### src/rtl/alu_sequencer_pkg.sv
// rtl/alu_sequencer_pkg.sv - shared opcodes, func7 codes and sequencer state type
package alu_sequencer_pkg;

  localparam logic [6:0] OP_REG  = 7'b0110011;
  localparam logic [6:0] OP_IMM  = 7'b0010011;
  localparam logic [6:0] F7_BASE = 7'h00;
  localparam logic [6:0] F7_ALT  = 7'h20;

  typedef enum logic [1:0] {
    IDLE = 2'd0,
    EXEC = 2'd1,
    WB   = 2'd2,
    ILL  = 2'd3
  } state_t;

  // func3 values whose I-type form carries a shamt plus func7 instead of a 12-bit immediate
  function automatic logic is_shift_f3(input logic [2:0] f3);
    return (f3 == 3'b001) || (f3 == 3'b101);
  endfunction

endpackage

### src/rtl/alu_sequencer_regfile.sv
// rtl/alu_sequencer_regfile.sv - 32x32 register file, two async read ports, one sync write, x0 tied to zero
module alu_sequencer_regfile #(
  parameter int XLEN = 32
) (
  input  logic            clk,
  input  logic            rst_n,
  input  logic [4:0]      raddr1,
  input  logic [4:0]      raddr2,
  output logic [XLEN-1:0] rdata1,
  output logic [XLEN-1:0] rdata2,
  input  logic            we,
  input  logic [4:0]      waddr,
  input  logic [XLEN-1:0] wdata
);

  logic [XLEN-1:0] regs [1:31];

  always_ff @(posedge clk) begin
    if (!rst_n) begin
      for (int i = 1; i < 32; i++) begin
        regs[i] <= '0;
      end
    end else if (we && (waddr != 5'd0)) begin
      regs[waddr] <= wdata;
    end
  end

  assign rdata1 = (raddr1 == 5'd0) ? '0 : regs[raddr1];
  assign rdata2 = (raddr2 == 5'd0) ? '0 : regs[raddr2];

endmodule

### src/rtl/alu_sequencer.sv
// rtl/alu_sequencer.sv - serial RV32I OP/OP-IMM sequencer driving an external combinational ALU
module alu_sequencer
  import alu_sequencer_pkg::*;
#(
  parameter int XLEN = 32
) (
  input  logic            clk,
  input  logic            rst_n,
  input  logic            instr_valid,
  input  logic [31:0]     instr,
  output logic            instr_ready,
  output logic [XLEN-1:0] alu_op1,
  output logic [XLEN-1:0] alu_op2,
  output logic [2:0]      alu_func3,
  output logic [6:0]      alu_func7,
  input  logic [XLEN-1:0] alu_out,
  output logic            wb_valid,
  output logic [4:0]      wb_rd,
  output logic [XLEN-1:0] wb_data,
  output logic            illegal,
  output logic            busy
);

  state_t state, state_nx;

  logic [6:0]      opcode;
  logic [2:0]      f3;
  logic [6:0]      f7;
  logic [XLEN-1:0] rs1_data;
  logic [XLEN-1:0] rs2_data;
  logic            dec_legal;
  logic [XLEN-1:0] dec_op2;
  logic [6:0]      dec_func7;
  logic            accept;

  assign opcode = instr[6:0];
  assign f3     = instr[14:12];
  assign f7     = instr[31:25];

  alu_sequencer_regfile #(.XLEN(XLEN)) u_regfile (
    .clk    (clk),
    .rst_n  (rst_n),
    .raddr1 (instr[19:15]),
    .raddr2 (instr[24:20]),
    .rdata1 (rs1_data),
    .rdata2 (rs2_data),
    .we     (state == WB),
    .waddr  (wb_rd),
    .wdata  (wb_data)
  );

  always_comb begin
    dec_legal = 1'b0;
    dec_op2   = rs2_data;
    dec_func7 = f7;
    case (opcode)
      OP_REG: dec_legal = (f7 == F7_BASE) ||
                          ((f7 == F7_ALT) && ((f3 == 3'b000) || (f3 == 3'b101)));
      OP_IMM: begin
        if (is_shift_f3(f3)) begin
          dec_op2   = {{(XLEN-5){1'b0}}, instr[24:20]};
          dec_legal = (f7 == F7_BASE) || ((f7 == F7_ALT) && (f3 == 3'b101));
        end else begin
          // upper immediate bits are not an ALU modifier here, so force the base func7
          dec_op2   = {{(XLEN-12){instr[31]}}, instr[31:20]};
          dec_func7 = F7_BASE;
          dec_legal = 1'b1;
        end
      end
      default: dec_legal = 1'b0;
    endcase
  end

  assign accept = (state == IDLE) && instr_valid;

  always_comb begin
    state_nx = state;
    case (state)
      IDLE:    if (instr_valid) state_nx = dec_legal ? EXEC : ILL;
      EXEC:    state_nx = WB;
      WB:      state_nx = IDLE;
      ILL:     state_nx = IDLE;
      default: state_nx = IDLE;
    endcase
  end

  always_ff @(posedge clk) begin
    if (!rst_n) begin
      state     <= IDLE;
      alu_op1   <= '0;
      alu_op2   <= '0;
      alu_func3 <= '0;
      alu_func7 <= '0;
      wb_rd     <= '0;
      wb_data   <= '0;
    end else begin
      state <= state_nx;
      if (accept && dec_legal) begin
        alu_op1   <= rs1_data;
        alu_op2   <= dec_op2;
        alu_func3 <= f3;
        alu_func7 <= dec_func7;
        wb_rd     <= instr[11:7];
      end
      if (state == EXEC) begin
        wb_data <= alu_out;
      end
    end
  end

  assign instr_ready = (state == IDLE);
  assign busy        = (state != IDLE);
  assign wb_valid    = (state == WB);
  assign illegal     = (state == ILL);

endmodule

### config.mk
export PLATFORM = sky130hd
export DESIGN_NAME = alu_sequencer
export DESIGN_NICKNAME = d
export VERILOG_FILES = /design/src/rtl/alu_sequencer_pkg.sv /design/src/rtl/alu_sequencer_regfile.sv /design/src/rtl/alu_sequencer.sv
export SDC_FILE = /design/constraint.sdc
export NUM_CORES = 2
export LEC_CHECK = 0
export ABC_AREA = 0
export ABC_CLOCK_PERIOD_IN_PS = 7200
export CORE_ASPECT_RATIO = 1.25
export CORE_UTILIZATION = 35
export DETAILED_ROUTE_END_ITERATION = 16
export PLACE_DENSITY = 0.61
export RECOVER_POWER = 50
export SLEW_MARGIN = 20
export SYNTH_ARGS = -nofsm -noshare
export SYNTH_HDL_FRONTEND = slang
export SYNTH_SLANG_ARGS = --single-unit
### constraint.sdc
create_clock -name clk -period 7.2 [get_ports clk]
set_clock_uncertainty 0.2 [all_clocks]
set_input_delay 1.44 -clock clk [delete_from_list [all_inputs] [get_ports clk]]
set_output_delay 1.44 -clock clk [all_outputs]
set_load 0.01 [all_outputs]
==> run_results.csv <==
group,metric,value,unit
sta,fin_tns_setup,0,ns
sta,fin_crit,6.15,ns
yosys,yosys.area.top_type,"edfxtp_1",
setup_path,cp_common_cell,"clkbuf_1",
clock_network,cts.sinks,1137,
finish,drive_gt1_share,20.8,%
grt,grt_max_degree,108,
clock_network,cts_setup_buffers,0,
yosys,synthSimpleGateAreaFrac,13.1,%
yosys,yosysWarnings,0,
power,power_density,228,mW/mm^2
sta,worstMarginPinSlew,3.30,ns
drt,drt-vias-per-instance,5.98,
sta,fin_crit_sh,85.4,%
floorplan,start_util,35.4,%
grt,antenna_found_initial,12,
yosys,synth_cell_types,60,
outcome,violations,"max-capacitance violations, max-slew violations",
sta,hold_violations,0,
clock_network,clkSlewWorstSetupHoldPaths,0.06,ns
setup_path,crit_type,"input pin to flop",
clock_network,insertion_delay,0.79,ns
power,ir_drop,0.000227,V
setup_path,arrival,6.57,ns
power,p_leak,22.7,nW
setup_path,r2r_setup_slack,1.51,ns
drt,drc,0,
yosys,synthArstFlopShare,0,%
finish,stdcell_area,0.0661,mm^2
yosys,syn_inst,3952,
yosys,syn-cell-area,0.0582,mm^2
yosys,ys.flop_type,"edfxtp_1",
yosys,synthAdderAreaFrac,0,%
clock_network,cts_tree,"yes",
grt,grt.total_usage,25.1,%
yosys,synth-compound-area-share,4.58,%
drt,firstDrtPassIters,5,
placement,dp_cells,6055,
clock_network,hold_buffers,0,
setup_path,slowest_delay,1.85,ns
finish,fin_cells,6280,
setup_path,start_kind,"input pin",
worst_hold_path,hold_path.class,"flop to flop",
flow_run,cap_violations,54,
grt,overflow,0,
yosys,synth-edff-count,1024,
placement,gp_congestion,0.850,
placement,place_area,0.0629,mm^2
setup_path,crit_path_end_kind,"flop",
grt,grt_pass1_wl,295000,um
floorplan,rows,166,
finish,nets,4056,
drt,post_drt_wl_per_cell,33.9,um
floorplan,die_x,367,um
floorplan,dieArea,0.168,mm^2
yosys,ys_seq_area_share,56.7,%
drt,drt-total-wl,213000,um
placement,dp_hpwl,131000,um
drt,antenna_left,0,
finish,syn_to_final_growth,13.5,%
yosys,synth.mux.area_fraction,22.5,%
floorplan,die_h,458,um
sta,fmax,0.163,GHz
floorplan,core_area,0.164,mm^2
setup_path,cp.required,7.61,ns
yosys,synth_top_family_by_area,"multiplexers",
outcome,outcome,"finished with violations",
setup_path,cp_max_fo,71,
yosys,ys_top_cells_by_area,"edfxtp_1, mux4_2, and2_1, dfxtp_1, mux2i_1",
clock_network,clock_path_buffers,3,
sta,slew_headroom,-122,%
clock_network,root_buffer,"clkbuf_16",
yosys,synth-seq-cells,1137,
clock_network,h-tree-depth,3,
sta,rsz0062_at_grt,"false",
clock_network,numCtsBuffers,116,
sta,setup_viol,0,
grt,grt_pass1_vias,37800,
yosys,synth_area_per_cell,14.7,um^2
drt,drtIter0Drc,4690,
yosys,synth_top_area_share,52.8,%
setup_path,path_cells,"buf_6 > nand4_1 > clkbuf_1 > nor2_1 > clkbuf_1 > and2_1",
placement,port_buffers,181,
clock_network,ctsResizeCount,0,
floorplan,ioPinCount,182,
setup_path,crit_slowest_cell,"nor2_1",
yosys,synthXorXnorAreaFrac,0,%
sta,drv_slew,922,
drt,dr_total_vias,37600,
worst paths after layout:
path | endpoint | cells past startpoint | start
max | u_regfile.regs[11][16]$_SDFFCE_PN0P_ | 6 | rst_n
min reg2reg | alu_func7[1]$_SDFFE_PN0P_ | 1 | alu_func7[1]$_SDFFE_PN0P_
max reg2reg | u_regfile.regs[11][16]$_SDFFCE_PN0P_ | 6 | state[0]$_SDFFE_PN0P_
min | alu_func7[1]$_SDFFE_PN0P_ | 1 | alu_func7[1]$_SDFFE_PN0P_
synth_stat cells, types with 7 or more instances:
master,number
buf_2,84
nor2b_1,8
mux2_2,34
nor2_1,109
or3_1,9
nand3_1,7
nand3b_1,8
dfxtp_1,113
nand2_1,128
nor3_1,8
mux2i_1,125
edfxtp_1,1024
buf_4,16
a22oi_1,65
a21oi_1,66
buf_1,26
a21boi_0,42
o21ai_0,115
a2111oi_0,8
clkbuf_1,286
o22a_1,20
mux4_2,510
and2_1,1001
o21a_1,21
o22ai_1,50
stage by stage:
step	power [mW]	setup slack, ns	utilization, %	hold slack (ns)
5_1_grt	15.4	1.20	40.1	0.286
3_5_place_dp	9.08	1.74	38.2	0.247
2_1_floorplan	8.50	2.00	-	0.274
6_report	15.0	1.05	40.2	0.258
4_1_cts	15.1	2.55	40.5	0.259
3_3_place_gp	9.05	1.88	38.2	0.245
state kept, by name, indices dropped and copies added, names as in the netlist:
| name | flops |
|---|---|
| wb_rd | 5 |
| alu_func3 | 3 |
| u_regfile.regs | 1024 |
| alu_op1 | 32 |
| alu_op2 | 32 |
| wb_data | 32 |
| alu_func7 | 7 |
| state | 2 |
kinds of logic (layout without fill, tap and decap cells):
| logic type | Yosys count | count (layout) |
|---|---|---|
| and+or+nand+nor | 1309 | 1309 |
| other | 1 | 40 |
| AOI/OAI and AO/OA | 418 | 418 |
| muxes | 669 | 669 |
| buffers and inverters | 418 | 523 |
| DFF | 1137 | 1137 |
worst max-delay path: cells and delay by family:
kind	cells	cell delay, ns
buf+inv	3	2.69
simple gates	3	2.30
report_power, final:
| group | internal (mW) | switching (mW) |
|---|---|---|
| clock network | 3.36 | 2.74 |
| registers | 7.39 | 0.169 |
| logic | 0.581 | 0.808 |
| total | 11.3 | 3.72 |
cell usage in the layout, fill, tap and decap left out, types with 21 or more instances in the layout:
cell type / count
a21boi_0: 42
a21oi_1: 66
a22oi_1: 65
and2_0: 341
and2_1: 659
buf_4: 76
clkbuf_1: 67
clkbuf_16: 116
clkdlybuf4s50_1: 108
clkinv_2: 24
conb_1: 32
dfxtp_1: 113
dlygate4sd3_1: 64
edfxtp_1: 1024
mux2_2: 34
mux2i_1: 125
mux4_2: 510
nand2_1: 127
nor2_1: 108
o21a_1: 21
o21ai_0: 93
o22ai_1: 50
cell type report:
cell class / count / area [um^2]
Antenna cell: 8 / 20.0
Clock buffer: 163 / 3240
Clock inverter: 54 / 507
Fill cell: 15000 / 98400
Inverter: 5 / 18.8
Multi-Input combinational cell: 2428 / 23800
Sequential cell: 1137 / 33000
Tap cell: 2184 / 2730
Timing Repair Buffer: 301 / 2710
per-layer routing:
layer	wire length, um	vias to the layer above	track usage, %
met5	9	-	0
met4	12900	2	13.2
met3	19700	583	4.63
met2	104000	2355	42.3
met1	76500	19500	30.5
li1	-	15100	-
No activity file was read; power rests on OpenSTA's default activity.
